===== src/rtl/map_pkg.sv =====
// map_pkg: shared lookup FSM encodings, widths and five-tuple field offsets.
package map_pkg;
    localparam int KEY_W     = 104;
    localparam int FLOWID_W  = 14;
    localparam int ID_W      = 16;
    localparam int PROTO_LSB = 96;
    localparam int SIP_LSB   = 64;
    localparam int DIP_LSB   = 32;
    localparam int SPORT_LSB = 16;
    localparam int DPORT_LSB = 0;
    typedef enum logic [1:0] {IDLE_S, SEARCH_S, FRAG_SEARCH_S} state_t;
endpackage


===== src/rtl/map_frag_cache.sv =====
// map_frag_cache: round-robin cache of {valid, identification, flow_id} for non-first fragments.
module map_frag_cache #(
    parameter int FRAG_NUM = 4,
    parameter int FLOWID_W = 14,
    parameter int IDX_W    = $clog2(FRAG_NUM)
) (
    input  logic                i_clk,
    input  logic                i_rst_n,
    input  logic                i_wr,
    input  logic [15:0]         iv_wid,
    input  logic [FLOWID_W-1:0] iv_wflow,
    input  logic [IDX_W-1:0]    iv_ridx,
    input  logic [15:0]         iv_cmp_id,
    output logic                o_match,
    output logic [FLOWID_W-1:0] ov_flow_id
);
    logic [FRAG_NUM-1:0] valid_q;
    logic [15:0]         id_q   [FRAG_NUM];
    logic [FLOWID_W-1:0] flow_q [FRAG_NUM];
    logic [IDX_W-1:0]    wr_ptr;

    always_ff @(posedge i_clk or negedge i_rst_n) begin
        if (!i_rst_n) begin
            valid_q <= '0;
            wr_ptr  <= '0;
            for (int i = 0; i < FRAG_NUM; i++) begin
                id_q[i]   <= '0;
                flow_q[i] <= '0;
            end
        end else if (i_wr) begin
            valid_q[wr_ptr] <= 1'b1;
            id_q[wr_ptr]    <= iv_wid;
            flow_q[wr_ptr]  <= iv_wflow;
            wr_ptr          <= wr_ptr + 1'b1;
        end
    end

    assign o_match    = valid_q[iv_ridx] && (id_q[iv_ridx] == iv_cmp_id);
    assign ov_flow_id = flow_q[iv_ridx];
endmodule


===== src/rtl/map_lookup_match.sv =====
// map_lookup_match: sequential match-table search for first fragments, fragment-cache search for the rest.
module map_lookup_match #(
    parameter int ENTRY_NUM = 16,
    parameter int ADDR_W    = 4,
    parameter int FRAG_NUM  = 4,
    parameter int FLOWID_W  = 14
) (
    input  logic                                i_clk,
    input  logic                                i_rst_n,
    input  logic [map_pkg::KEY_W-1:0]           iv_5tuple_data,
    input  logic                                i_5tuple_data_wr,
    input  logic [15:0]                         iv_identification,
    input  logic                                i_first_fragment,
    input  logic                                i_ip_flag,
    input  logic                                i_tcp_or_udp_flag,
    input  logic                                i_standardpkt_tsnpkt_flag,
    input  logic                                i_table_wr,
    input  logic [ADDR_W-1:0]                   iv_table_waddr,
    input  logic [map_pkg::KEY_W+FLOWID_W:0]    iv_table_wdata,
    output logic [FLOWID_W-1:0]                 ov_flow_id,
    output logic                                o_hit,
    output logic                                o_lookup_wr,
    output logic                                o_standardpkt_tsnpkt_flag,
    output logic                                o_drop_err
);
    import map_pkg::*;
    localparam int EW     = KEY_W + FLOWID_W + 1;
    localparam int FIDX_W = $clog2(FRAG_NUM);

    state_t              state_q, state_d;
    logic [ADDR_W-1:0]   idx_q, idx_d;
    logic [KEY_W-1:0]    key_q;
    logic [15:0]         id_q;
    logic                flag_q;
    logic [EW-1:0]       table_q [ENTRY_NUM];
    logic [EW-1:0]       entry;
    logic                tbl_match, frag_match, accept, done, hit_d, cache_wr;
    logic [FLOWID_W-1:0] flow_d, frag_flow;

    assign entry     = table_q[idx_q];
    assign tbl_match = entry[EW-1] && (entry[FLOWID_W +: KEY_W] == key_q);

    map_frag_cache #(.FRAG_NUM(FRAG_NUM), .FLOWID_W(FLOWID_W)) u_cache (
        .i_clk      (i_clk),
        .i_rst_n    (i_rst_n),
        .i_wr       (cache_wr),
        .iv_wid     (id_q),
        .iv_wflow   (entry[FLOWID_W-1:0]),
        .iv_ridx    (idx_q[FIDX_W-1:0]),
        .iv_cmp_id  (id_q),
        .o_match    (frag_match),
        .ov_flow_id (frag_flow)
    );

    always_comb begin
        state_d  = state_q;
        idx_d    = idx_q;
        accept   = 1'b0;
        done     = 1'b0;
        hit_d    = 1'b0;
        flow_d   = '0;
        cache_wr = 1'b0;
        case (state_q)
            IDLE_S: if (i_5tuple_data_wr) begin
                accept = 1'b1;
                idx_d  = '0;
                if (!i_ip_flag || (i_first_fragment && !i_tcp_or_udp_flag))
                    done = 1'b1;
                else
                    state_d = i_first_fragment ? SEARCH_S : FRAG_SEARCH_S;
            end
            SEARCH_S: begin
                if (tbl_match || idx_q == ADDR_W'(ENTRY_NUM - 1)) begin
                    done     = 1'b1;
                    hit_d    = tbl_match;
                    flow_d   = tbl_match ? entry[FLOWID_W-1:0] : '0;
                    cache_wr = tbl_match;
                    state_d  = IDLE_S;
                end else
                    idx_d = idx_q + 1'b1;
            end
            FRAG_SEARCH_S: begin
                if (frag_match || idx_q == ADDR_W'(FRAG_NUM - 1)) begin
                    done    = 1'b1;
                    hit_d   = frag_match;
                    flow_d  = frag_match ? frag_flow : '0;
                    state_d = IDLE_S;
                end else
                    idx_d = idx_q + 1'b1;
            end
            default: state_d = IDLE_S;
        endcase
    end

    always_ff @(posedge i_clk or negedge i_rst_n) begin
        if (!i_rst_n) begin
            state_q                   <= IDLE_S;
            idx_q                     <= '0;
            key_q                     <= '0;
            id_q                      <= '0;
            flag_q                    <= 1'b0;
            ov_flow_id                <= '0;
            o_hit                     <= 1'b0;
            o_lookup_wr               <= 1'b0;
            o_standardpkt_tsnpkt_flag <= 1'b0;
            o_drop_err                <= 1'b0;
            for (int i = 0; i < ENTRY_NUM; i++)
                table_q[i] <= '0;
        end else begin
            state_q     <= state_d;
            idx_q       <= idx_d;
            o_lookup_wr <= done;
            o_drop_err  <= i_5tuple_data_wr && (state_q != IDLE_S);
            if (accept) begin
                key_q  <= iv_5tuple_data;
                id_q   <= iv_identification;
                flag_q <= i_standardpkt_tsnpkt_flag;
            end
            // the direct-miss path reports in the accept cycle, so take the flag straight from the input
            if (done) begin
                ov_flow_id                <= flow_d;
                o_hit                     <= hit_d;
                o_standardpkt_tsnpkt_flag <= accept ? i_standardpkt_tsnpkt_flag : flag_q;
            end
            if (i_table_wr)
                table_q[iv_table_waddr] <= iv_table_wdata;
        end
    end
endmodule


===== config.mk =====
export PLATFORM = sky130hd
export DESIGN_NAME = map_lookup_match
export DESIGN_NICKNAME = d
export VERILOG_FILES = /design/src/rtl/map_pkg.sv /design/src/rtl/map_frag_cache.sv /design/src/rtl/map_lookup_match.sv
export SDC_FILE = /design/constraint.sdc
export NUM_CORES = 2
export LEC_CHECK = 0
export CORE_MARGIN = 3
export CORE_UTILIZATION = 30
export CTS_CLUSTER_DIAMETER = 60
export DETAILED_ROUTE_END_ITERATION = 16
export SKIP_CTS_REPAIR_TIMING = 1
export SYNTH_ARGS = -nofsm -noshare
export SYNTH_HDL_FRONTEND = slang
export SYNTH_SLANG_ARGS = --single-unit

===== constraint.sdc =====
create_clock -name i_clk -period 5.7 [get_ports i_clk]
set_input_delay 1.14 -clock i_clk [delete_from_list [all_inputs] [get_ports i_clk]]
set_output_delay 1.14 -clock i_clk [all_outputs]
set_load 0.02 [all_outputs]

==> out/summary.md <==
The run finished with clean final reports. Broken down by cell family, the worst path's largest delay share belongs to compound AO/OA/AOI/OAI gates. The register bit total from synthesis is 2,175. The logs give 489 mm for the global-route wire length before repair and 0.0984 ns for the largest clock skew in the final design. Multiplexer cells account for 37.4% of the synthesized area. The routed length per placed instance was 29.6 um.

For the maximum operating frequency, the log shows 179 MHz. Setup repair after global routing left no endpoint under its margin. Synthesis handed over a netlist of 6,657 instances. The clock passes through at most 4 buffers. For this run, the number of Yosys warnings is 0. Walking the worst path, the cells encountered are buf_12 -> buf_4 -> mux4_2 -> mux2i_1 -> o21ai_0 -> a22oi_1 -> o2111ai_1 -> nor3_1 -> nand4_2 -> nor4_4 -> buf_12 -> nand2_1 -> buf_12 -> mux2_2. Of the cells placed in the final design, the portion with a size suffix greater than 1 is 47.3%.

The iteration count of the initial detailed-routing pass came out at 9. In this run the worst hold path is classified as primary input to asynchronous set/reset pin. The tools report the count of fill cells added during filler insertion as 32,001. The maximum fanout count along the critical path came out at 31. After legalization and detailed placement, the total HPWL measured 235 mm. For this run the aggregate overflow at the end of global routing stands at 0. The share of the cycle needed by the critical path after routing was 97.9%; the clock transition at the registers of the reported paths was 0.06 ns.

The floorplan die area is 344,000 um^2, and the post-synthesis xor/xnor area fraction is 0.649%. By area the synthesized netlist is led by dfrtp_1 (54%), mux2_2 (24%), mux4_2 (8.7%). The slew of the pin with the lowest slew margin is 1.40 ns. The number of buffers added by the clock tree synthesis step is 238, and the count of input and output buffers is 268. The required time at the endpoint of the critical path came out at 6.44 ns. The unique cell type count in the Yosys netlist is 89, and the area share of the largest cell type after synthesis is 53.8%. In this run the core area contains 212 standard-cell rows. The number of nets in the synthesized netlist is 6,918. The total leakage power came out at 0.0494 uW.

Pin placement for this block handled 269 I/O pins. Worst path buffer plus inverter count: 4. The total power density per cell area came out at 464 nW/um^2.

TritonCTS built the clock tree. The synthesized cell area is 101,000 um^2, and the number of pins exceeding their max-slew limit in the final report is 0. For this block, the via count after detailed routing is 61,994. The most frequently used flop master after synthesis was dfrtp_1. After detailed routing, the total wire length is 343 mm. Across every metal layer, demand over resource in global routing totals 19.4%.

Type of the worst setup path: flop to flop. By count the netlist is led by dfrtp_1 (2,175), mux2_2 (2,154), mux4_2 (393), clkbuf_1 (364), mux2i_1 (320). For the final antenna-violating net count, the log shows 0. After detailed placement, the total cell area comes to 110,000 um^2. Counting stages on the worst path, the most repeated cell is buf_12.

Setup violations remaining at the end of the flow were counted as 0. The synthesized design spends more area on one cell type than any other, namely dfrtp_1. After detailed routing, the number of vias per cell comes to 5.35. Summing the areas of all compound-gate instances in the mapped netlist gives 3.07% of the synthesized area.

The tools report the maximum number of pins on one net before global-route repair as 159. After synthesis, the share of flip-flops with an asynchronous set or reset is 100%. The logs give 4 for the number of H-tree levels and 118,000 um^2 for the final standard cell area without fillers. The clock insertion delay at the later pin of the skew report is 0.94 ns. Once the floorplan was initialized, standard cells occupied 30.2% of the core. The die extent in y came out at 587 um. The max-cap violation count was 0.

The logs give 7,159 for the net total in the final layout and 58 for the initial antenna violation count. Headroom to the max-slew limit came out at 5.83%. For the area of all sequential standard cells, the log shows 54,400 um^2.

After synthesis, the largest family of logic cells by area is multiplexers. Sum of internal, switching and leakage power: 54,700 uW. On the worst path, the slowest cell contributes a delay of 0.69 ns. Worst setup slack after layout: 0.119 ns. Time the final worst path needs with I/O delays and setup: 5.58 ns. The minimum setup slack after placement was 0.150 ns.

The logs give 306 uV for the maximum resistive drop on vdd and 43,900 um^2 for the area used by multi-input combinational logic. The region available for standard cell placement spans 335,000 um^2. The via count of the first global-routing pass is 63,946, and the final hold violation count is 0. The slowest cell on the critical path is dfrtp_4. In this run the mean area of a mapped cell was 15.2 um^2.

Setup total negative slack: 0 ns. Summing the sequential cell areas from Yosys gives 53.8% of the chip area. Yosys mapped a number of flops with a built-in enable equal to 0.

The tools report the type of element launching the critical path as a flop. The cell with the most instances after synthesis was dfrtp_1. The tree built by TritonCTS fans out to 2,175 sinks. After Yosys synthesis, full adders, half adders and majority gates account for 0.124% of the synthesized area.

The x dimension of the die is 587 um, and the simple-gate share of the synthesized area is 1.96%. In this run, the number of DRC markers left after iteration 0 of detailed routing was 5,759. The run gives 0.989 as the weighted congestion at the end of routability-driven global placement.

The buffer cell driving the clock tree root was clkbuf_16. Arrival time reported for the critical path endpoint: 6.32 ns. Final hold analysis gives a worst-case slack of 0.116 ns. The area added between synthesis and finish came out at 16.6%. The worst setup path is captured at a flop.

The total DRC errors in the routed layout is 0.
-- where the power goes --
| group | total (uW) | switching [uW] | internal, uW | leakage [uW] |
|---|---|---|---|---|
| clock network | 15500 | 6480 | 9000 | 0.00384 |
| registers | 22200 | 3160 | 19000 | 0.0268 |
| logic | 17000 | 9110 | 7940 | 0.0187 |
| total | 54700 | 18700 | 36000 | 0.0494 |
-- final timing paths --
kind	startpoint	endpoint	slack (ns)	depth (start not counted)
max reg2reg	idx_q[1]	u_cache.id_q[61]	0.12	14
max in group asynchronous	i_rst_n	table_q[18]	3.67	3
min reg2reg	u_cache.valid_q[1]	u_cache.valid_q[1]	0.47	1
max	idx_q[1]	u_cache.id_q[61]	0.12	14
min in group i_clk	u_cache.valid_q[1]	u_cache.valid_q[1]	0.47	1
min	i_rst_n	u_cache.flow_q[50]	0.12	1
-- per-layer routing --
layer	wire length [um]	part of all wire, %	global-route usage, %
met1	145000	42	26.1
met2	156000	45	30.1
met3	23600	6.9	3.93
met4	17900	5.2	8.70
met5	223	0.065	0
-- cells in the final DEF (no fill, tap or decap), drive strengths merged, types with 52 or more instances in the layout --
cell type	netlist	layout
nor2	62	62
a22oi	84	84
mux2	2245	2245
o21ai	52	52
xnor2	59	59
mux2i	320	320
inv	72	79
nand2	99	99
clkbuf	364	342
clkdlybuf4s50	0	267
mux4	401	401
o22ai	73	73
buf	190	288
dfrtp	2175	2175
clkinv	1	53
-- kinds of logic after synthesis --
family / after synthesis
flip-flops: 2175
AND/OR/NAND/NOR: 375
multiplexers: 2966
adder cells (fa/ha/maj): 10
buffers and inverters: 627
AO/OA/AOI/OAI: 429
XOR/XNOR: 75
-- state kept, by name, indices dropped and copies added, names as in the netlist --
name                       cells
state_q                        2
ov_flow_id                    14
flag_q                         1
key_q                        104
u_cache.id_q                  64
u_cache.flow_q                56
idx_q                          4
o_drop_err                     1
id_q                          16
table_q                     1904
u_cache.wr_ptr                 2
o_hit                          1
o_lookup_wr                    1
o_standardpkt_tsnpkt_flag      1
u_cache.valid_q                4
-- final cells by class --
| cell class | count | area share (%) |
|---|---|---|
| multi-input cells | 3855 | 37.2 |
| inverters | 73 | 0.240 |
| repair buffers | 555 | 4.99 |
| clock inverters | 80 | 0.779 |
| clock buffers | 342 | 5.83 |
| flip-flops and latches | 2175 | 46.1 |
| diodes | 18 | 0.0382 |
| well taps | 4494 | 4.77 |
-- metrics by stage --
step / util (%) / instances
after floorplan: - / 6657
after global placement: 32.9 / 11151
after detailed placement: 32.9 / 11151
after CTS: 35.2 / 11573
after global routing: 35.2 / 11580
final: 35.2 / 11592
Power figures use the tool's default switching activity.
